[src/rtl/maze_walker_pkg.sv]
// -----------------------------------------------------------------------------
// maze_pkg: shared types and helpers for the maze_walker block.
//   state_t    : walker FSM states.
//   dir_t      : compass heading, 2-bit, clockwise order N, E, S, W.
//   turn_right : heading after a 90 degree clockwise turn.
//   turn_left  : heading after a 90 degree counter-clockwise turn.
//   turn_back  : heading after a 180 degree turn.
// -----------------------------------------------------------------------------
package maze_pkg;

    typedef enum logic [2:0] {
        IDLE,
        FIND_EXIT,
        FIND_ENTRY,
        WALK,
        DONE,
        FAIL
    } state_t;

    typedef enum logic [1:0] {
        NORTH,
        EAST,
        SOUTH,
        WEST
    } dir_t;

    function automatic dir_t turn_right(input dir_t d);
        case (d)
            NORTH:   return EAST;
            EAST:    return SOUTH;
            SOUTH:   return WEST;
            default: return NORTH;
        endcase
    endfunction

    function automatic dir_t turn_left(input dir_t d);
        case (d)
            NORTH:   return WEST;
            WEST:    return SOUTH;
            SOUTH:   return EAST;
            default: return NORTH;
        endcase
    endfunction

    function automatic dir_t turn_back(input dir_t d);
        case (d)
            NORTH:   return SOUTH;
            SOUTH:   return NORTH;
            EAST:    return WEST;
            default: return EAST;
        endcase
    endfunction

endpackage

[src/rtl/maze_walker_if.sv]
// -----------------------------------------------------------------------------
// maze_walker_if: request/result bundle between the maze source, the walker
// and the display/scoring logic.
//   maze      : SIZE x SIZE bitmap, maze[y][x], 1 = wall (master -> walker)
//   start     : single-cycle run request                (master -> walker)
//   left_hand : 0 = right-hand rule, 1 = left-hand rule (master -> walker)
//   x, y      : current position                        (walker -> master)
//   steps     : moves taken                             (walker -> master)
//   busy      : run in progress                         (walker -> master)
//   done      : exit reached, sticky                    (walker -> master)
//   fail      : run aborted, sticky                     (walker -> master)
//   path      : visited-cell bitmap, path[y][x]         (walker -> master)
// -----------------------------------------------------------------------------
interface maze_walker_if #(
    parameter int SIZE      = 9,
    parameter int MAX_STEPS = 255
);
    localparam int N = $clog2(SIZE);
    localparam int S = $clog2(MAX_STEPS + 1);

    logic [SIZE-1:0][SIZE-1:0] maze;
    logic                      start;
    logic                      left_hand;
    logic [N-1:0]              x;
    logic [N-1:0]              y;
    logic [S-1:0]              steps;
    logic                      busy;
    logic                      done;
    logic                      fail;
    logic [SIZE-1:0][SIZE-1:0] path;

    modport master (
        output maze, start, left_hand,
        input  x, y, steps, busy, done, fail, path
    );

    modport slave (
        input  maze, start, left_hand,
        output x, y, steps, busy, done, fail, path
    );

endinterface

[src/rtl/maze_walker_nbr_sel.sv]
// -----------------------------------------------------------------------------
// maze_nbr_sel: combinational neighbour selector for the wall follower.
// Probes the four neighbours of (x_i, y_i) in wall-follower preference order
// relative to heading_i and returns the first open one.
//   maze_i         : maze bitmap, maze_i[y][x], 1 = wall
//   x_i, y_i       : current cell
//   heading_i      : current heading
//   left_hand_i    : 0 = right, straight, left, back; 1 = left, straight, right, back
//   next_x_o/_y_o  : chosen cell (equals current cell when blocked)
//   next_heading_o : heading after the move
//   blocked_o      : all four neighbours are walls or off-grid
// -----------------------------------------------------------------------------
module maze_nbr_sel
    import maze_pkg::*;
#(
    parameter  int SIZE = 9,
    localparam int N    = $clog2(SIZE)
) (
    input  logic [SIZE-1:0][SIZE-1:0] maze_i,
    input  logic [N-1:0]              x_i,
    input  logic [N-1:0]              y_i,
    input  dir_t                      heading_i,
    input  logic                      left_hand_i,
    output logic [N-1:0]              next_x_o,
    output logic [N-1:0]              next_y_o,
    output dir_t                      next_heading_o,
    output logic                      blocked_o
);

    localparam logic [N-1:0] EDGE = N'(SIZE - 1);

    dir_t cand [4];

    // Off-grid neighbours count as walls; the bitmap is only indexed once the
    // candidate coordinate is known to lie inside 0..SIZE-1.
    function automatic logic probe(input logic [SIZE-1:0][SIZE-1:0] m,
                                   input logic [N-1:0] px,
                                   input logic [N-1:0] py,
                                   input dir_t d,
                                   output logic [N-1:0] cx,
                                   output logic [N-1:0] cy);
        logic open;
        cx   = px;
        cy   = py;
        open = 1'b0;
        case (d)
            NORTH: if (py != '0)   begin cy = py - 1'b1; open = !m[cy][cx]; end
            EAST:  if (px != EDGE) begin cx = px + 1'b1; open = !m[cy][cx]; end
            SOUTH: if (py != EDGE) begin cy = py + 1'b1; open = !m[cy][cx]; end
            default: if (px != '0) begin cx = px - 1'b1; open = !m[cy][cx]; end
        endcase
        return open;
    endfunction

    always_comb begin
        if (left_hand_i) begin
            cand[0] = turn_left(heading_i);
            cand[2] = turn_right(heading_i);
        end else begin
            cand[0] = turn_right(heading_i);
            cand[2] = turn_left(heading_i);
        end
        cand[1] = heading_i;
        cand[3] = turn_back(heading_i);
    end

    always_comb begin
        logic [N-1:0] cx;
        logic [N-1:0] cy;
        logic         open;
        logic         found;
        next_x_o       = x_i;
        next_y_o       = y_i;
        next_heading_o = heading_i;
        found          = 1'b0;
        for (int i = 0; i < 4; i++) begin
            open = probe(maze_i, x_i, y_i, cand[i], cx, cy);
            if (open && !found) begin
                found          = 1'b1;
                next_x_o       = cx;
                next_y_o       = cy;
                next_heading_o = cand[i];
            end
        end
        blocked_o = !found;
    end

endmodule

[src/rtl/maze_walker.sv]
// -----------------------------------------------------------------------------
// maze_walker: parametrised wall-follower maze solver.
// On start it scans the bottom row for the exit column, scans the top row for
// the entry column, then walks with the right- or left-hand rule until it
// stands on the exit (done) or runs out of moves / gets boxed in (fail).
//   clk  : clock
//   rst  : asynchronous, active-high reset
//   bus  : maze_walker_if.slave (maze, start, left_hand in;
//          x, y, steps, busy, done, fail, path out)
// Build option: define MAZE_WALKER_PATH_EN to build the visited-cell bitmap;
// without it path is tied to all zeros.
// -----------------------------------------------------------------------------
module maze_walker
    import maze_pkg::*;
#(
    parameter int SIZE      = 9,
    parameter int MAX_STEPS = 255
) (
    input  logic          clk,
    input  logic          rst,
    maze_walker_if.slave  bus
);

    localparam int N = $clog2(SIZE);
    localparam int S = $clog2(MAX_STEPS + 1);

    localparam logic [N-1:0] EDGE     = N'(SIZE - 1);
    localparam logic [N-1:0] TOP_ROW  = '0;
    localparam logic [S-1:0] STEP_MAX = S'(MAX_STEPS);

    state_t       state_q, state_d;
    logic [N-1:0] x_q, x_d;
    logic [N-1:0] y_q, y_d;
    logic [N-1:0] sx_q, sx_d;
    dir_t         heading_q, heading_d;
    logic [S-1:0] steps_q, steps_d;
    logic         lh_q, lh_d;

    logic [N-1:0] nbr_x, nbr_y;
    dir_t         nbr_heading;
    logic         nbr_blocked;

    logic accept, at_exit, exit_open, entry_hit, do_move;

    function automatic logic [S-1:0] sat_inc(input logic [S-1:0] v);
        return (v == STEP_MAX) ? v : v + 1'b1;
    endfunction

    maze_nbr_sel #(.SIZE(SIZE)) u_nbr_sel (
        .maze_i         (bus.maze),
        .x_i            (x_q),
        .y_i            (y_q),
        .heading_i      (heading_q),
        .left_hand_i    (lh_q),
        .next_x_o       (nbr_x),
        .next_y_o       (nbr_y),
        .next_heading_o (nbr_heading),
        .blocked_o      (nbr_blocked)
    );

    // The exit row is fixed to the bottom edge; only the column is searched.
    assign at_exit   = (x_q == sx_q) && (y_q == EDGE);
    assign accept    = (state_q inside {IDLE, DONE, FAIL}) && bus.start;
    assign exit_open = !bus.maze[EDGE][sx_q];
    assign entry_hit = (state_q == FIND_ENTRY) && !bus.maze[TOP_ROW][x_q];
    assign do_move   = (state_q == WALK) && !at_exit
                       && (steps_q != STEP_MAX) && !nbr_blocked;

    always_ff @(posedge clk or posedge rst) begin
        if (rst) state_q <= IDLE;
        else     state_q <= state_d;
    end

    always_comb begin
        state_d = state_q;
        case (state_q)
            IDLE, DONE, FAIL: if (accept) state_d = FIND_EXIT;
            FIND_EXIT: begin
                if (exit_open)          state_d = FIND_ENTRY;
                else if (sx_q == EDGE)  state_d = FAIL;
            end
            FIND_ENTRY: begin
                if (entry_hit)          state_d = WALK;
                else if (x_q == EDGE)   state_d = FAIL;
            end
            WALK: begin
                if (at_exit)                    state_d = DONE;
                else if (steps_q == STEP_MAX)   state_d = FAIL;
                else if (nbr_blocked)           state_d = FAIL;
            end
            default: state_d = IDLE;
        endcase
    end

    always_comb begin
        x_d       = x_q;
        y_d       = y_q;
        sx_d      = sx_q;
        heading_d = heading_q;
        steps_d   = steps_q;
        lh_d      = lh_q;
        if (accept) begin
            x_d     = '0;
            y_d     = '0;
            sx_d    = '0;
            steps_d = '0;
            lh_d    = bus.left_hand;
        end
        if ((state_q == FIND_EXIT) && !exit_open && (sx_q != EDGE))
            sx_d = sx_q + 1'b1;
        if ((state_q == FIND_ENTRY) && !entry_hit && (x_q != EDGE))
            x_d = x_q + 1'b1;
        if (entry_hit)
            heading_d = SOUTH;
        if (do_move) begin
            x_d       = nbr_x;
            y_d       = nbr_y;
            heading_d = nbr_heading;
            steps_d   = sat_inc(steps_q);
        end
    end

    always_ff @(posedge clk or posedge rst) begin
        if (rst) begin
            x_q       <= '0;
            y_q       <= '0;
            sx_q      <= '0;
            heading_q <= SOUTH;
            steps_q   <= '0;
            lh_q      <= 1'b0;
        end else begin
            x_q       <= x_d;
            y_q       <= y_d;
            sx_q      <= sx_d;
            heading_q <= heading_d;
            steps_q   <= steps_d;
            lh_q      <= lh_d;
        end
    end

    always_comb begin
        bus.x     = x_q;
        bus.y     = y_q;
        bus.steps = steps_q;
        bus.busy  = state_q inside {FIND_EXIT, FIND_ENTRY, WALK};
        bus.done  = (state_q == DONE);
        bus.fail  = (state_q == FAIL);
    end

`ifdef MAZE_WALKER_PATH_EN
    logic [SIZE-1:0][SIZE-1:0] path_q, path_d;

    always_comb begin
        path_d = path_q;
        if (accept)
            path_d = '0;
        else if (entry_hit)
            path_d[TOP_ROW][x_q] = 1'b1;
        else if (do_move)
            path_d[nbr_y][nbr_x] = 1'b1;
    end

    always_ff @(posedge clk or posedge rst) begin
        if (rst) path_q <= '0;
        else     path_q <= path_d;
    end

    assign bus.path = path_q;
`else
    assign bus.path = '0;
`endif

endmodule

[src/flat_wrapper.sv]
// flat-port wrapper written by rule: the top's interface ports become plain ports
module maze_walker_flat import maze_pkg::*;
#(
    parameter int SIZE      = 9,
    parameter int MAX_STEPS = 255
)
  (clk, rst, bus_maze, bus_start, bus_left_hand, bus_x, bus_y, bus_steps, bus_busy, bus_done, bus_fail, bus_path);
  maze_walker_if #(.SIZE(SIZE), .MAX_STEPS(MAX_STEPS)) bus_i ();
  input  logic clk;
  input  logic rst;
  input wire logic [$bits(bus_i.maze)-1:0] bus_maze;
  input wire logic [$bits(bus_i.start)-1:0] bus_start;
  input wire logic [$bits(bus_i.left_hand)-1:0] bus_left_hand;
  output wire logic [$bits(bus_i.x)-1:0] bus_x;
  output wire logic [$bits(bus_i.y)-1:0] bus_y;
  output wire logic [$bits(bus_i.steps)-1:0] bus_steps;
  output wire logic [$bits(bus_i.busy)-1:0] bus_busy;
  output wire logic [$bits(bus_i.done)-1:0] bus_done;
  output wire logic [$bits(bus_i.fail)-1:0] bus_fail;
  output wire logic [$bits(bus_i.path)-1:0] bus_path;
  assign bus_i.maze = bus_maze;
  assign bus_i.start = bus_start;
  assign bus_i.left_hand = bus_left_hand;
  assign bus_x = bus_i.x;
  assign bus_y = bus_i.y;
  assign bus_steps = bus_i.steps;
  assign bus_busy = bus_i.busy;
  assign bus_done = bus_i.done;
  assign bus_fail = bus_i.fail;
  assign bus_path = bus_i.path;
  maze_walker #(.SIZE(SIZE), .MAX_STEPS(MAX_STEPS)) u_core (.clk(clk), .rst(rst), .bus(bus_i));
endmodule
[config.mk]
export PLATFORM = sky130hd
export DESIGN_NAME = maze_walker_flat
export DESIGN_NICKNAME = d
export VERILOG_FILES = /design/src/rtl/maze_walker_pkg.sv /design/src/rtl/maze_walker_if.sv /design/src/rtl/maze_walker_nbr_sel.sv /design/src/rtl/maze_walker.sv /design/src/flat_wrapper.sv
export SDC_FILE = /design/constraint.sdc
export NUM_CORES = 1
export LEC_CHECK = 0
export CAP_MARGIN = 0
export CORE_ASPECT_RATIO = 1.5
export CORE_UTILIZATION = 49
export DETAILED_ROUTE_END_ITERATION = 10
export GPL_ROUTABILITY_DRIVEN = 1
export PLACE_DENSITY_LB_ADDON = 0.2
export SYNTH_ARGS = -nofsm -noshare
export SYNTH_HDL_FRONTEND = slang
export SYNTH_SLANG_ARGS = --single-unit
[constraint.sdc]
create_clock -name clk -period 5 [get_ports clk]
set_input_delay 1 -clock clk [delete_from_list [all_inputs] [get_ports clk]]
set_output_delay 1 -clock clk [all_outputs]
set_load 0.02 [all_outputs]
* Yosys cells after proc, flatten, opt, wreduce, memory -nomap -nowiden
Index checks and enable logic that the tools add are counted.
** Word-level totals
- Logic and storage cells :: 183
- Flip-flop bits (word level) :: 26
- Bits of input ports :: 85
** Cells by class
- Eq/ne operators :: 39
- $lt $le $gt $ge :: 7
- Add/sub/neg operators :: 6
- Muxes and demuxes :: 78
- Reductions and logical operators :: 46
** Operator list (count)
- 9-bit binary-select mux with 4-bit select :: 3
- 4-bit two-way mux :: 17
- 4-bit case mux with 2 select lines :: 8
- 4-bit by 5-bit < comparator with 1-bit output (second input constant) :: 7
- 4-bit != test (second input constant) :: 7
- 9-bit two-way mux :: 3
- 1-bit binary-select mux with 4-bit select :: 6
- 3-bit two-way mux :: 8
- 8-bit two-way mux :: 3
- 5-bit != test (second input constant) :: 4
- 2-bit case mux with 3 select lines :: 3
- 2-bit two-way mux :: 8
- 1-bit two-way mux :: 14
- 1-bit logical AND :: 13
- 4-bit by 1-bit adder with 4-bit output (second input constant) :: 3
- 4-bit == test (second input constant) :: 3
- 6-bit != test (second input constant) :: 2
- 1-bit case mux with 3 select lines :: 4
- 3-bit case mux with 4 select lines :: 1
- 6-bit AND reduction :: 2
- 2-bit == test (second input constant) :: 5
- 1-bit zero test :: 10
- 3-bit nonzero test :: 3
- 8-bit by 1-bit adder with 8-bit output (second input constant) :: 1
- other kinds (22) :: 38

* Logic depth before layout (Yosys ltp)
- Depth in word-level cells :: 22
- Depth in mapped cells :: 20
- Mapped depth without buffers :: 15

* Modules after synthesis
From an unflattened synthesis, not the netlist that was laid out.
** Unflattened totals
- Cell total of the unflattened synthesis :: 808
- Area, all modules :: 6453.7 µm²
** By module, submodules not included
- maze_nbr_sel :: area each 4131.5 µm², cells an instance 539, times used 1
- maze_walker :: area each 2322.2 µm², cells an instance 269, times used 1

* Worst setup path after synthesis
OpenSTA, ideal clock, no wires.
- Path kind :: register to register
- Start point :: reg u_core.y_q[0] (netlist: u_core.bus.y[0])
- End point :: reg u_core.x_q[1] (netlist: u_core.bus.x[1])
- Path buffers :: 4
- Cell stages (with the launch flop) :: 20
- Slack :: 0.258 ns
- Data arrival time :: 4.615 ns
- Required time :: 4.872 ns
- Period minus slack after synthesis :: 4.742 ns
- Cells stage by stage :: dfrtp_1 -> buf_6 -> inv_2 -> buf_1 -> ha_1 -> buf_6 -> inv_4 -> mux4_2 -> a31oi_1 -> a22oi_1 -> a311oi_2 -> nand2_1 -> mux4_2 -> o21ai_1 -> buf_4 -> mux2i_4 -> a22oi_1 -> o2111ai_1 -> o221ai_1 -> mux2_1
** On the way
- Cells in the longest elaborated chain, start to end :: 21
- Elaborated cells between the ends (all ways) :: 57
- Classes of those cells :: 2 x add/sub; 7 x eq/ne; 30 x mux; 18 x reduce/logical
** RTL lines
- from (decl) :: line maze_walker.sv:33 : logic [N-1:0] y_q, y_d;
- from (signal assigned) :: line maze_walker.sv:133 : y_q <= y_d;
- 4-bit by 1-bit adder with 4-bit output or 4-bit by 1-bit subtractor with 4-bit output (tied branches) :: line maze_walker_nbr_sel.sv:49, maze_walker_nbr_sel.sv:47
- 9-bit binary-select mux with 4-bit select (on tied branches) :: line maze_walker_nbr_sel.sv:49, maze_walker_nbr_sel.sv:47
- 9-bit two-way mux (on tied branches) :: line maze_walker_nbr_sel.sv:49, maze_walker_nbr_sel.sv:47
- 1-bit binary-select mux with 4-bit select (on tied branches) :: line maze_walker_nbr_sel.sv:49, maze_walker_nbr_sel.sv:47
- 1-bit two-way mux (on tied branches) :: line maze_walker_nbr_sel.sv:49, maze_walker_nbr_sel.sv:47
- 1-bit zero test (on tied branches) :: line maze_walker_nbr_sel.sv:49, maze_walker_nbr_sel.sv:47
- 1-bit two-way mux (on tied branches) :: line maze_walker_nbr_sel.sv:49, maze_walker_nbr_sel.sv:47
- 1-bit case mux with 3 select lines :: line maze_walker_nbr_sel.sv:46 : case (d)
- [... 5 more ...]
- 1-bit logical AND :: line maze_walker_nbr_sel.sv:78 : if (open && !found) begin
- 1-bit two-way mux :: line maze_walker_nbr_sel.sv:78
- 1-bit zero test :: line maze_walker_nbr_sel.sv:78
- 1-bit logical AND :: line maze_walker_nbr_sel.sv:78
- 1-bit two-way mux :: line maze_walker_nbr_sel.sv:78
- 1-bit logical AND :: line maze_walker.sv:67 : && (steps_q != STEP_MAX) && !nbr_blocked;
- 5-bit != test (no line), or another cell as far along
- 6-bit AND reduction (no line)
- to (signal assigned) :: line maze_walker.sv:125 : x_q <= '0;
- to (signal assigned) :: line maze_walker.sv:132 : x_q <= x_d;
- to (decl) :: line maze_walker.sv:32 : logic [N-1:0] x_q, x_d;
Parallel ways exist; a longest one is shown, timed or not. The select of a mux whose other input is x is not followed.
A chain may end at the register's enable or synchronous reset.

* Final worst setup path
- Start point :: in bus_maze[75]
- End point :: reg u_core.x_q[1] (netlist: u_core.bus.x[1])
** On the way
- Cells in the longest elaborated chain, start to end :: 20
- Elaborated cells between the ends (all ways) :: 48
- Classes of those cells :: 5 x eq/ne; 30 x mux; 13 x reduce/logical
** RTL lines
- from (decl) :: line flat_wrapper.sv:11 : input wire logic [$bits(bus_i.maze)-1:0] bus_maze;
- 9-bit binary-select mux with 4-bit select (on tied branches)
- 9-bit two-way mux (on tied branches)
- 1-bit binary-select mux with 4-bit select (on tied branches)
- 1-bit two-way mux (on tied branches)
- 1-bit zero test (on tied branches)
- 1-bit two-way mux (on tied branches)
- 1-bit case mux with 3 select lines :: line maze_walker_nbr_sel.sv:46
- 1-bit two-way mux :: line maze_walker_nbr_sel.sv:78
- [... 4 more ...]
- 1-bit logical AND :: line maze_walker_nbr_sel.sv:78
- 1-bit two-way mux :: line maze_walker_nbr_sel.sv:78
- 1-bit zero test :: line maze_walker_nbr_sel.sv:78
- 1-bit logical AND :: line maze_walker_nbr_sel.sv:78
- 1-bit two-way mux :: line maze_walker_nbr_sel.sv:78
- 1-bit logical AND :: line maze_walker.sv:67
- 5-bit != test (no line), or another cell as far along
- 6-bit AND reduction (no line)
Parallel ways exist; a longest one is shown, timed or not. The select of a mux whose other input is x is not followed.

==> run metrics <==
vias in the first global route around 6,400; routed length per instance about 21 um; syn_area_per_cell 8.09 um^2; htree depth 1; status finished, final reports clean; fraction of registers with async set/reset between 90% and 100%; Syn Inst Count between 700 and 800; min-delay src u_core.heading_q[1]; Cell Area, Synth 6090 um^2; critical path peak fanout 4; r2r startpoint u_core.bus.y[1]; IO Pins 185; pin count of the biggest net entering global routing 44; share of layout cells above drive strength 1 between 10% and 20%; P_leak approximately 2.9 nW; Yosys top cell area share between 10% and 20%; crit-path cells clkdlybuf4s50_1 > mux4_2 > a22o_1 > nand4_1 > a22oi_1 > a311oi_2 > buf_4 > nand2_1 > mux4_2 > o21ai_1 > mux2i_4 > a22oi_1 > o2111ai_1 > o221ai_1 > mux2_1; max_slew headroom 25.7%; max frequency 208 MHz; Longest Clk Path Bufs 2; max cap viols 0; first-pass GRT wire length approximately 34,000 um; Hold Path Stages 2; DP HPWL roughly 17,000 um; Slew @ Worst Pin approximately 1.1 ns; cts hold-fix bufs 0; Place WS -0.0197 ns; final worst setup slack ~0.19 ns; max-slew violation count 0; drc violations 0; Clock Sinks 26; crit-path max cell delay 0.55 ns; main area contributors after synthesis mux4_2, buf_4, dfrtp_1; cell taking the most area after synthesis mux4_2; vias 6,499; Final Wtd Congestion between 0.9 and 1; die height roughly 140 um; Detail Route Antenna Nets 0; CTS resizes 0; first-pass detailed-route iteration total 5; Total GRT Usage between 30 and 40%; CP max stage cell mux4_2; initial core utilization 50.5%; Antenna diodes 0; Row Count 49; clk_lat worst skew around 0.27 ns; pwr dens 877 nW/um^2; clock slew at reported path FFs approximately 0.07 ns; Yosys reg bits 26; GRT overflow 0; Clock Tree Root clkbuf_16; final wirelength around 22,000 um; CP endpoint kind flip-flop; CORE AREA roughly 12,000 um^2; Period Utilization, post-route 96.2%; Yosys cell types between 90 and 100; synth cell count leaders buf_4, nand2_1, nand3_1; fin nets between 900 and 1,000; Critical Path AT slightly below 5 ns; Post-synth EDFFs 0; critical path type in -> reg; worst vdd ir about 0.34 mV; Vias per Instance roughly 6.3; TritonCTS buffer count 3; Worst Hold Class reg -> reg; clock skew 0.00473 ns; Worst R2R Path Depth 16; min cycle time layout slightly below 5 ns; port buffer count 103; Seq/Total Area, Yosys 10.7%; warnings from Yosys 0; # Post-CTS Setup Buffers 0; Starting DRT DRC Count between 400 and 500; Startpoint Class input port; die width roughly 93 um; Crit path required time between 5 and 6 ns; final setup TNS 0 ns; Main synth FF type dfrtp_1; full die area ~13,000 um^2; Layout Area Growth over Synthesis 20.9%; Hold Vio Cnt, Final 0; # setup viols final 0; CTS tree yes; RSZ-0062 raised after global routing no; initial antenna violation count 0; worst setup path start bus_maze[75]
-- metrics by stage --
stage / power (mW) / area, um^2 / hold WS [ns] / utilization, % / cells
global route: 6.87 / 7360 / 0.570 / 61.0 / 1031
floorplan: 4.27 / 6390 / 0.485 / - / 833
global placement: 6.13 / 7270 / 0.504 / 60.2 / 1027
finish: 6.46 / 7360 / 0.537 / 61.0 / 1031
CTS: 6.38 / 7360 / 0.540 / 61.0 / 1031
detailed placement: 6.14 / 7270 / 0.529 / 60.2 / 1027
-- cells by family after synthesis --
logic type,count (synthesis),synth area share [%]
DFF,26,10.7
other,1,0.0615
muxes,96,25.0
buffers and inverters,156,16.1
xor gates and xnor gates,24,3.57
and+or+nand+nor,257,21.0
AOI/OAI and AO/OA,181,21.1
adders and majority gates,12,2.46
-- flip-flops by register name, indices dropped and copies added, names as in the netlist --
signal,count
u_core.bus.x,4
u_core.bus.steps,8
u_core.state_q,3
u_core.bus.y,4
u_core.sx_q,4
u_core.lh_q,1
u_core.heading_q,2
-- power breakdown --
group	switching [mW]	internal (mW)
clock	0.0917	0.123
sequential	0.135	0.282
combinational	3.23	2.59
total	3.46	3.00
-- critical path, delay by kind of cell --
kind | cells | cell delay (ns)
muxes | 4 | 1.70
and+or+nand+nor | 2 | 0.16
AOI/OAI and AO/OA | 7 | 1.45
buffers and inverters | 2 | 0.65
-- per-layer routing --
metal	GRT usage (%)	vias up	share of wire [%]
met1	36.3	3128	35
met4	22.5	0	7.4
li1	-	2941	-
met2	60.1	333	53
met3	2.91	97	5.2
met5	0	-	0
-- worst paths after layout --
kind / endpoint / slack [ns]
setup / recovery: u_core.bus.x[1] / 0.19
hold / removal: u_core.heading_q[1] / 0.54
setup reg to reg: u_core.bus.x[1] / 0.23
hold reg to reg: u_core.heading_q[1] / 0.54
max in group asynchronous: u_core.bus.y[0] / 2.96
min in group asynchronous: u_core.sx_q[3] / 1.30
-- cell type report --
| type | count | area (um^2) |
|---|---|---|
| tap | 153 | 191 |
| timing repair buffer | 174 | 1580 |
| inverter | 23 | 88.8 |
| sequential | 26 | 653 |
| multi-input combinational | 651 | 4770 |
| fill | 1108 | 4710 |
| clock buffer | 4 | 88.8 |
-- layout by cell type, fill, tap and decap left out, types with 7 or more instances in the layout --
| cell type | netlist | final |
|---|---|---|
| xnor2_1 | 17 | 17 |
| nor2b_1 | 8 | 8 |
| clkdlybuf4s50_1 | 0 | 103 |
| nand3_1 | 52 | 52 |
| dfrtp_1 | 25 | 24 |
| inv_1 | 20 | 20 |
| mux2_2 | 20 | 20 |
| o21ai_0 | 36 | 36 |
| buf_4 | 86 | 70 |
| ha_1 | 12 | 10 |
| nor2_1 | 40 | 40 |
| nand4_1 | 9 | 9 |
| a21oi_1 | 25 | 25 |
| a22oi_1 | 11 | 11 |
| conb_1 | 1 | 81 |
| o211ai_1 | 10 | 10 |
| o31ai_1 | 7 | 7 |
| nor3_1 | 16 | 16 |
| nand2_1 | 86 | 86 |
| mux4_2 | 41 | 41 |
| mux2i_1 | 28 | 28 |
| a31oi_1 | 12 | 12 |
(Power assumes the default switching activity.)
